===== src/rtl/sync_fifo_flags.sv =====
// sync_fifo_flags: single-clock FIFO with occupancy, almost-full/empty flags and overflow/underflow pulses.
// Define FIFO_FWFT_EN for first-word-fall-through reads; the default is a registered read.
module sync_fifo_flags #(
    parameter int DATA_WIDTH = 8,
    parameter int DEPTH      = 8,
    parameter int AF_THRESH  = DEPTH - 1,
    parameter int AE_THRESH  = 1
) (
    input  logic                         clk,
    input  logic                         rst_n,
    input  logic                         w_en,
    input  logic [DATA_WIDTH-1:0]        data_in,
    input  logic                         r_en,
    output logic [DATA_WIDTH-1:0]        data_out,
    output logic                         full,
    output logic                         empty,
    output logic                         almost_full,
    output logic                         almost_empty,
    output logic [$clog2(DEPTH+1)-1:0]   count,
    output logic                         overflow,
    output logic                         underflow
);
    localparam int PW = (DEPTH > 1) ? $clog2(DEPTH) : 1;
    localparam int CW = $clog2(DEPTH + 1);

    logic [DATA_WIDTH-1:0] mem [DEPTH];
    logic [PW-1:0]         w_ptr, r_ptr;
    logic                  wr_ok, rd_ok;

    assign full         = count == CW'(DEPTH);
    assign empty        = count == '0;
    assign almost_full  = count >= CW'(AF_THRESH);
    assign almost_empty = count <= CW'(AE_THRESH);
    assign wr_ok        = w_en & ~full;
    assign rd_ok        = r_en & ~empty;

    // Pointers wrap explicitly so DEPTH need not be a power of two.
    always_ff @(posedge clk or negedge rst_n) begin
        if (!rst_n) begin
            w_ptr     <= '0;
            r_ptr     <= '0;
            count     <= '0;
            overflow  <= 1'b0;
            underflow <= 1'b0;
        end else begin
            overflow  <= w_en & full;
            underflow <= r_en & empty;
            if (wr_ok) w_ptr <= (w_ptr == PW'(DEPTH - 1)) ? '0 : w_ptr + 1'b1;
            if (rd_ok) r_ptr <= (r_ptr == PW'(DEPTH - 1)) ? '0 : r_ptr + 1'b1;
            if (wr_ok != rd_ok) count <= wr_ok ? count + 1'b1 : count - 1'b1;
        end
    end

    always_ff @(posedge clk) begin
        if (wr_ok) mem[w_ptr] <= data_in;
    end

`ifdef FIFO_FWFT_EN
    assign data_out = empty ? '0 : mem[r_ptr];
`else
    always_ff @(posedge clk or negedge rst_n) begin
        if (!rst_n) data_out <= '0;
        else if (rd_ok) data_out <= mem[r_ptr];
    end
`endif
endmodule


===== config.mk =====
export PLATFORM = sky130hd
export DESIGN_NAME = sync_fifo_flags
export DESIGN_NICKNAME = d
export VERILOG_FILES = /design/src/rtl/sync_fifo_flags.sv
export SDC_FILE = /design/constraint.sdc
export NUM_CORES = 1
export LEC_CHECK = 0
export CAP_MARGIN = 0
export CORE_UTILIZATION = 50
export DETAILED_ROUTE_END_ITERATION = 7
export MAX_ROUTING_LAYER = met4
export PLACE_DENSITY = 0.7
export SLEW_MARGIN = 20
export SYNTH_ARGS = -nofsm -noshare
export SYNTH_HDL_FRONTEND = slang
export SYNTH_SLANG_ARGS = --single-unit

===== constraint.sdc =====
create_clock -name clk -period 2.96 [get_ports clk]
set_input_delay 0.444 -clock clk [delete_from_list [all_inputs] [get_ports clk]]
set_output_delay 0.444 -clock clk [all_outputs]
set_load 0.005 [all_outputs]

* Word-level counts from Yosys, hierarchy flattened
Memories as Yosys holds them, arrays and structs flattened. A register that Yosys moved wholly into a read port is not among the register bits.
Cells that the tools add are included.
** Storage, ports and cells
- Bits of input ports :: 12
- Memories kept :: 1
- Output and inout bits :: 18
- Bits in writable memories :: 64
- Bits in registers :: 12
- Logic and storage cells :: 29
** Memory list
- mem :: depth 8, width 8, read ports 1, clocked after Yosys merged registers in 1, write ports 1, line 26 : logic [DATA_WIDTH-1:0] mem [DEPTH];
** Operators by class
- Eq/ne operators :: 4
- Reduce and logical (&&, ||, !) cells :: 2
- $add $sub $neg :: 4
- $lt $le $gt $ge :: 2
- Bitwise operators :: 6
- Multiplexer cells :: 5
** Operators with widths (count)
- $add A3 B1 Y3 const B :: 2
- $eq A3 B3 Y1 const B :: 2
- $mux W3 :: 2
- $add A4 B1 Y4 const B :: 1
- $and A1 B1 Y1 :: 4
- $eq A4 B4 Y1 const B :: 1
- $ge A4 B3 Y1 const B :: 1
- $le A4 B1 Y1 const B :: 1
- $logic_not A4 Y1 :: 1
- $mux W4 :: 1
- $sub A4 B1 Y4 const B :: 1
- $mux W1 :: 2
- $not A1 Y1 :: 2
- $logic_not A1 Y1 :: 1
- $ne A1 B1 Y1 :: 1

* Logic depth before layout (Yosys ltp)
Gate-level depths: netlist of run 1.
- Word-level depth :: 5
- Gate-level depth with buffers :: 7
- Mapped depth without buffers :: 7

* Worst setup path after synthesis of run 1
Ideal clock, no wire load.
- Path type :: register -> register
- Start point :: register count[0]
- End point :: memory mem[0][0] (enable)
- Library setup time :: 0.395 ns
- Stages on the path, launching flop included :: 6
- Setup slack :: 0.694 ns
- Arrival :: 1.872 ns
- Clock period less this slack :: 2.266 ns
- Path buffers :: 0
- Required time :: 2.565 ns
- Path through :: dfrtp_1 -> inv_1 -> ha_1 -> nand3b_1 -> nand2_2 -> nor4_1
** On the way
- Word-level cells in the longest chain between the ends :: 5
** RTL lines
- start: declaration :: line 19 : output logic [$clog2(DEPTH+1)-1:0] count,
- start signal: assignment :: line 50 : if (wr_ok != rd_ok) count <= wr_ok ? count + 1'b1 : count - 1'b1;
- $eq A4 B4 Y1 :: line 30 : assign full = count == CW'(DEPTH);
- $not A1 Y1 :: line 34 : assign wr_ok = w_en & ~full;
- $and A1 B1 Y1 :: line 34
- $mux W1 :: line 55 : if (wr_ok) mem[w_ptr] <= data_in;
- $mux W1 (not written as such) :: line 55
- end: declaration :: line 26
No other way between the ends.

* Final worst setup path of run 1
- Start point :: register count[1]
- End point :: output empty
** On the way
- Word-level cells in the longest chain between the ends :: 1
** RTL lines
- $logic_not A4 Y1 :: line 31 : assign empty = count == '0;
- end: declaration :: line 16 : output logic empty,
No other way between the ends.

==> summary by stage, run 1 <==
Global routing
The number of global-route vias before repair is 2083. Entering global routing, the biggest net connects 35 pins. The total grt overflow is 0.

Across every metal layer, demand over resource in global routing totals 0.208. The number of antenna violations at the first check in global routing was 0. The first global-routing pass estimated between 10 and 15 mm of wire.

Clocking
The clock drives 84 sinks. The worst-skew pair later-pin latency is roughly 0.35 ns. The clock transition time at the flip-flop clock pins of the worst setup and hold paths is 0.09 ns. In this run, post-CTS hold repair placed 0 buffers. Gates resized during post-CTS repair numbered 0.

The number of buffers inserted to repair setup after CTS is 0. The number of clock buffers inserted by TritonCTS is 9. The root cell of the clock tree is sky130_fd_sc_hd__clkbuf_8. Counting along the longest clock path gives a buffer depth of 2. TritonCTS built the clock tree.

The maximum level of the CTS H-tree is 3.

Run status
The flow ran to the end, and the final reports show no timing, DRC or antenna violations.

Logic synthesis
In this run the cell area of the synthesized design comes to between 3000 and 4000 µm². Counting every net in the synthesized netlist gives between 200 and 300. The flip-flop and latch count after synthesis is 84. Of the post-synthesis cell area, the dominant cell type holds 0.541. Sorting the synthesized cells by how often they occur yields sky130_fd_sc_hd__edfxtp_1, sky130_fd_sc_hd__mux2i_1, sky130_fd_sc_hd__nand2_1. Ranked by total cell area, the synthesized netlist is headed by sky130_fd_sc_hd__edfxtp_1, sky130_fd_sc_hd__dfrtp_1, sky130_fd_sc_hd__mux2i_1, sky130_fd_sc_hd__a22oi_1, sky130_fd_sc_hd__nand2_1. After synthesis, the share of flip-flops with an asynchronous set or reset is 0.238.

The sequential fraction of the synthesis area is 0.682. Averaged over all synthesized cells, the footprint is about 14 µm². The number of flops mapped to enable cells by yosys is between 60 and 70. The number of distinct library cells after synthesis is 36. The post-synthesis cell type with the largest combined area is sky130_fd_sc_hd__edfxtp_1. The number of instances in the synthesized netlist is 250. For this run, the leading register cell type out of synthesis is sky130_fd_sc_hd__edfxtp_1.

The cell with the most instances after synthesis is sky130_fd_sc_hd__edfxtp_1. Yosys printed 0 warnings.

Cells and area
For this run, the post-layout net count is 310. With fillers left out, the area of the finished cells amounts to around 4200 µm². From synthesis to final layout, the design area changed by 18.7%.

The antenna diode count is 0. The fraction of final layout cells sized beyond drive strength 1 is 0.119.

Timing
The max-slew headroom at the worst pin is 0.430. The part of the cycle the worst path needs is 0.907. For this run, the top clock speed supported by timing is approximately 0.37 GHz. The clock arrives with around 0.010 ns of skew. Adding up every negative setup slack in the final design gives 0 ns.

The transition at the pin with the smallest max-transition slack is 0.851 ns. The number of max-slew violations in the final report is 0. The final-report hold violation count was 0.

Setup violations remaining at the end of the flow were counted as 0. Setup repair after global routing left no endpoint under its margin. The shortest period the worst path allows is between 2 and 3 ns.

Floorplan
The initial utilization of the core area, before any placement, comes to 0.520. The x dimension of the die is about 86 µm. The number of top-level design ports is 30. The die covers roughly 7400 µm².

In this run the vertical extent of the chip is around 86 µm. The placeable core region is between 6000 and 7000 µm². The floorplan has 30 rows.

Detailed routing
The count of unresolved DRC violations after routing is 0. The detail-routed net length per standard cell is about 17 µm. The total via count after detailed routing is about 2100. The DRC violation total after the first TritonRoute iteration is roughly 170. Summed over all layers, the routed wires come to ~6.7 mm. The count of nets left with antenna violations once routing finished came out at 0. After detailed routing, the number of vias per cell comes to ~5.4. For this run, the detailed router's first-pass iteration total came to 4.

Power and ir drop
The worst-case IR drop observed on VDD is between 0.4 and 0.5 mV. The analysis attributes to cell leakage a power of approximately 1.6 nW. The power density over cell area is around 930 nW/µm².

Placed design
The number of buffer cells added on primary ports is 29. Routability-driven placement finished with a final weighted congestion of ~0.77. The detailed-placement wirelength estimate is 4.31 mm. After detailed placement, the total cell area comes to roughly 4000 µm².

Setup path
Of all nets on the critical path, the largest fanout is 6. STA classifies the critical path startpoint as a register. The worst setup path is captured at a primary output. For the worst setup path, the data required time is 2.52 ns. The start-to-end type of the worst setup path is register to primary output. At the worst endpoint, the arrival time is 2.24 ns.

Worst hold path
The min-delay analysis places its worst path in the category primary input to asynchronous set/reset pin.

Run
The tool flagged a number of max-cap violations equal to 0.
path summary, 6_finish.rpt:
kind / start / endpoint / slack (ns) / cells past startpoint
max: count[1] / empty / 0.28 / 5
min: rst_n / data_out[0] / 0.44 / 2
max reg2reg: count[1] / r_ptr[0] / 0.87 / 7
min reg2reg: data_out[1] / data_out[1] / 0.48 / 2
max in group asynchronous: rst_n / count[2] / 2.28 / 2
min in group clk: data_out[1] / data_out[1] / 0.48 / 2
routing by layer:
| layer | routed length (µm) | track usage | vias to the layer above | part of all wire |
|---|---|---|---|---|
| met1 | 2950 | 0.268 | 1014 | 0.44 |
| met4 | 147 | 0.0939 | 0 | 0.022 |
| met3 | 402 | 0.0429 | 11 | 0.060 |
| li1 | - | - | 1007 | - |
| met5 | 0 | - | - | 0 |
| met2 | 3180 | 0.320 | 80 | 0.48 |
power breakdown:
part	internal [W]	switching (W)	total [W]
sequential	0.00152	0.000175	0.00170
clock	0.000480	0.000415	0.000894
combinational	0.000636	0.000676	0.00131
total	0.00264	0.00127	0.00390
registers in the layout, indices dropped and copies added, names as in the netlist:
signal	count
count	4
overflow	1
w_ptr	3
mem	64
data_out	8
r_ptr	3
underflow	1
layout by cell type, fill, tap and decap left out, types with 2 or more instances in the layout:
cell                              netlist  layout
sky130_fd_sc_hd__and2_1                 4       4
sky130_fd_sc_hd__inv_1                  4       4
sky130_fd_sc_hd__a22oi_1               16      16
sky130_fd_sc_hd__o21ai_0                3       3
sky130_fd_sc_hd__a211oi_1               2       2
sky130_fd_sc_hd__xnor2_1                2       2
sky130_fd_sc_hd__clkbuf_8               0       9
sky130_fd_sc_hd__inv_6                  0       2
sky130_fd_sc_hd__clkdlybuf4s50_1        0      29
sky130_fd_sc_hd__dfrtp_1               20      20
sky130_fd_sc_hd__nor2_1                 9       9
sky130_fd_sc_hd__mux2i_1               33      33
sky130_fd_sc_hd__a21o_1                 2       2
sky130_fd_sc_hd__nor2b_1                2       2
sky130_fd_sc_hd__nand2b_1               5       5
sky130_fd_sc_hd__nand3_1                9       9
sky130_fd_sc_hd__bufinv_16              0       2
sky130_fd_sc_hd__nor3_1                 8       8
sky130_fd_sc_hd__edfxtp_1              64      64
sky130_fd_sc_hd__nand2_1               30      30
sky130_fd_sc_hd__o221ai_1               2       2
sky130_fd_sc_hd__a31oi_1                2       2
sky130_fd_sc_hd__ha_1                   8       8
sky130_fd_sc_hd__buf_4                  1      13
area by class of cell:
cell class	count	area [µm²]
clock buffers	9	124
clock inverters	7	97.6
fillers	543	2620
inverters	4	15.0
multi-input cells	149	1050
flip-flops and latches	84	2420
well taps	96	120
repair buffers	42	388
cell families (layout without fill, tap and decap cells):
family,Yosys count,after routing,synth area share
buffers and inverters,17,62,0.0247
muxes,34,34,0.0962
and+or+nand+nor,74,74,0.100
DFF,84,84,0.682
adders and majority gates,9,9,0.0310
AOI/OAI and AO/OA,30,30,0.0606
xor gates and xnor gates,2,2,0.00494
worst max-delay path: stages (launching register included):
cell and delay (ns):
sky130_fd_sc_hd__dfrtp_1 0.44, sky130_fd_sc_hd__inv_1 0.18, sky130_fd_sc_hd__ha_1 0.28, sky130_fd_sc_hd__or3b_4 0.42, sky130_fd_sc_hd__inv_1 0.08, sky130_fd_sc_hd__clkdlybuf4s50_1 0.49
stage by stage:
stage                     setup WS [ns]  hold WS [ns]   util  total power (W)  instances
after detailed placement          0.675         0.463  0.584          0.00305        375
after global routing              0.161         0.458  0.617          0.00414        391
after floorplan                   0.694         0.148      -          0.00254        250
after global placement            0.742         0.460  0.584          0.00301        375
final                             0.276         0.443  0.617          0.00390        391
after CTS                         0.274         0.443  0.617          0.00394        391
Note: power is estimated with default switching activity, not from simulation.
==> run 2, diff against run 1 <==
--- a/config.mk
+++ b/config.mk
@@ -10,6 +10,7 @@
 export DETAILED_ROUTE_END_ITERATION = 7
 export MAX_ROUTING_LAYER = met4
 export PLACE_DENSITY = 0.7
+export SKIP_LAST_GASP = 1
 export SLEW_MARGIN = 20
 export SYNTH_ARGS = -nofsm -noshare
 export SYNTH_HDL_FRONTEND = slang
==> constraint.sdc (replaced) <==
create_clock -name clk -period 2.96 [get_ports clk]
set_input_delay 0.444 -clock clk [delete_from_list [all_inputs] [get_ports clk]]
set_output_delay 0.444 -clock clk [all_outputs]
set_load 0.1 [all_outputs]
==> run 2 against run 1 <==
Utilization shrank 1.8 points. First-iteration DRC count down 19%. Routed wire length down 6.4%. Sequential cell count did not move. Clock-buffer cell count did not move. Sequential share of layout area rose by 1.8 points. Register-to-register slack worse by 0.18 ns. Final area fell by 3.0%. Fmax grew 8.9%. Critical path type unchanged. Highest routed layer unchanged.
==> summary by stage, run 2 (synthesized netlist as in run 1, its figures left out) <==
Global routing
The fraction of met3 tracks used by global routing is 0.0400 (-0.00286). The maximum number of pins on one net before global-route repair is 35 (unchanged). The layer flagged by global routing as most heavily used is met1. The global routing usage summed across all routing layers was 0.191 (-0.0169).

The met1 capacity usage during global routing was 0.269 (+0.000773). The number of global-route vias before repair came to 1883 (-9.6%). The total grt overflow is 0 (unchanged). The number of antenna violations at the first check in global routing is 0 (unchanged). The first-pass GRT wire length was 9.85 mm (-7.6%). The met2 capacity usage during global routing was 0.264 (-0.0563).

Detailed routing
The final routed wirelength across all metal layers was 6.25 mm (-6.4%). The number of vias per cell after detailed routing was 5.29 (-2.0%). The total via count after detailed routing is 2027 (-4.0%).

The detail-routed net length per standard cell was 16.3 µm (-4.4%). The count of unresolved DRC violations after routing is 0 (unchanged). The first-pass iteration count of the detailed router is 4 (unchanged). The remaining antenna violation count is 0 (unchanged). The DRC violation total after the first TritonRoute iteration is 137 (-19%).

Setup path
The data arrival time of the critical path is 2.02 ns (-0.22 ns). The worst setup path is captured at a primary output. STA classifies the critical path startpoint as a register. The start-to-end type of the worst setup path is register to primary output. Walking the worst path, the cells encountered are inv_1 -> ha_1 -> or3b_4 -> inv_1 -> buf_4. The top fanout value on the critical path was 6 (unchanged). The largest stage delay on the critical path is 0.45 ns (-0.04 ns). Among all stages on the critical path, the largest delay is contributed by sky130_fd_sc_hd__dfrtp_1.

The buffering stage count on the worst path with inverters included is 3 (unchanged). The cell family with the largest share of critical-path delay is buffers and inverters. The required time of the critical path was 2.52 ns (about the same).

The most common cell type on the critical path is sky130_fd_sc_hd__inv_1.

Cells and area
Ranked by flip-flop count, first place goes to mem. The design area is 4090 µm² (-3.0%). The library cells used most frequently in the layout, excluding fill and tap cells, are sky130_fd_sc_hd__edfxtp_1, sky130_fd_sc_hd__mux2i_1, sky130_fd_sc_hd__nand2_1. The number of flip-flops under the largest register name is 64 (unchanged). The antenna diode count is 0 (unchanged).

The fill cell total of the finished layout came to 548 (+0.92%). The multi-input logic area came to 1050 µm² (+0.48%). The fraction of final layout cells sized beyond drive strength 1 is 0.164 (+0.0451).

The growth of design area from synthesis to finish is 15.2%. The net total in the final layout is 303 (-2.3%). The register area is 2420 µm² (unchanged). The largest registers in the layout are mem (64), data_out (8), count (4). The most common cell after layout, fill and taps aside is sky130_fd_sc_hd__edfxtp_1.

Floorplan
The placeable core region is 6830 µm² (unchanged). The x dimension of the die is 86.3 µm (unchanged). The number of top-level design ports is 30 (unchanged). The number of cell rows is 30 (unchanged). The total die area came to 7440 µm² (unchanged). The height of the die is 86.3 µm (unchanged).

The starting density of the core is 0.520 (unchanged).

Clocking
The maximum level of the CTS H-tree was 3 (unchanged). The maximum number of buffers from clock root to sink is 2 (unchanged). The number of hold-repair buffers added at the cts stage was 0 (unchanged). The total clock sinks is 84 (unchanged). The post-cts repair resize count is 0 (unchanged).

The root cell of the clock tree is sky130_fd_sc_hd__clkbuf_8. The worst-skew pair later-pin latency was 0.35 ns (about the same). TritonCTS built the clock tree. The clock transition time at the flip-flop clock pins of the worst setup and hold paths is 0.08 ns (about the same). The number of buffers inserted to repair setup after CTS is 0 (unchanged). The number of clock buffers inserted by TritonCTS is 9 (unchanged).

Timing
The number of setup violations in the final report is 0 (unchanged). The number of max-slew violations in the final report came to 0 (unchanged). The clock skew is 0.00848 ns (-0.00156 ns).

Setup repair after global routing left no endpoint under its margin. The transition at the pin with the smallest max-transition slack is 0.942 ns (+0.0912 ns). The accumulated negative setup slack is 0 ns (unchanged). The highest attainable clock frequency is 0.406 GHz (+8.9%). The shortest period the worst path allows is 2.47 ns (-0.219 ns).

The max-slew headroom at the worst pin is 0.370 (-0.0600). The part of the cycle the worst path needs is 0.833 (-0.0740). The final-report hold violation count is 0 (unchanged).

Run
The number of max-cap violations is 0 (unchanged).

Placed design
The detailed-placement wirelength estimate is 4.13 mm (-4.2%). The number of buffer cells added on primary ports is 29 (unchanged). The final weighted congestion in routability-driven placement was 0.778 (+1.3%).

The total placed instance area came to 3900 µm² (-2.3%).

Power and ir drop
The maximum ir drop on the vdd rail is 0.391 mV (-14%). The power density over cell area was 1110 nW/µm² (+20%). The leakage power of the design is 1.59 nW (-1.6%).

Run status
The run finished with clean final reports.

Worst hold path
The path category of the worst min-delay check is register to register.
[run 2: cell types whose count changed in the layout (fill, tap and decap cells not counted)]
cell	before	now
sky130_fd_sc_hd__clkinv_2	0	2
sky130_fd_sc_hd__buf_4	13	24
sky130_fd_sc_hd__nor3_2	0	1
sky130_fd_sc_hd__nor3_1	8	7
sky130_fd_sc_hd__clkinv_1	1	0
sky130_fd_sc_hd__bufinv_16	2	1
sky130_fd_sc_hd__inv_6	2	1
sky130_fd_sc_hd__clkdlybuf4s50_1	29	11
[run 2: path summary, 6_finish.rpt]
path	from	endpoint	slack (ns)	cells after the start
worst max-delay path	count[1]	empty	0.49	5
worst max register to register	count[1]	mem[7][7]	0.69	6
max in group asynchronous	rst_n	data_out[2]	1.79	1
min in group asynchronous	rst_n	data_out[1]	0.61	1
worst min-delay path	data_out[4]	data_out[4]	0.48	2
worst min register to register	data_out[4]	data_out[4]	0.48	2
[run 2: area by class of cell]
cell class	instances	share of cell area
inverters	4	0.00367
clock buffers	9	0.0303
multi-input cells	149	0.257
well taps	96	0.0294
flip-flops and latches	84	0.593
repair buffers	35	0.0710
clock inverters	6	0.0159
[run 2: tightest hold or removal path: cells and delay by family (launching register included)]
family        cells  cell delay, ns
simple gates      2            0.10
flops             1            0.34
[run 2: stage by stage]
step	power, W	hold slack (ns)	setup WS [ns]	util	std cells
after floorplan	0.00333	0.148	0.0181	-	250
after global placement	0.00374	0.461	0.545	0.571	368
after detailed placement	0.00378	0.466	0.534	0.571	368
after CTS	0.00456	0.485	0.470	0.598	383
after global routing	0.00476	0.516	0.373	0.598	383
final	0.00453	0.477	0.495	0.598	383
[run 2: layer usage]
layer  vias up  routed length [µm]
li1        992                   -
met1       986                3150
met2        40                2760
met3         9                 222
met4         0                 120
met5         -                   0
[run 2: power by group]
group,internal [W],switching (W)
registers,0.00152,0.000181
clock network,0.000386,0.000396
logic,0.000582,0.00146
total,0.00249,0.00204
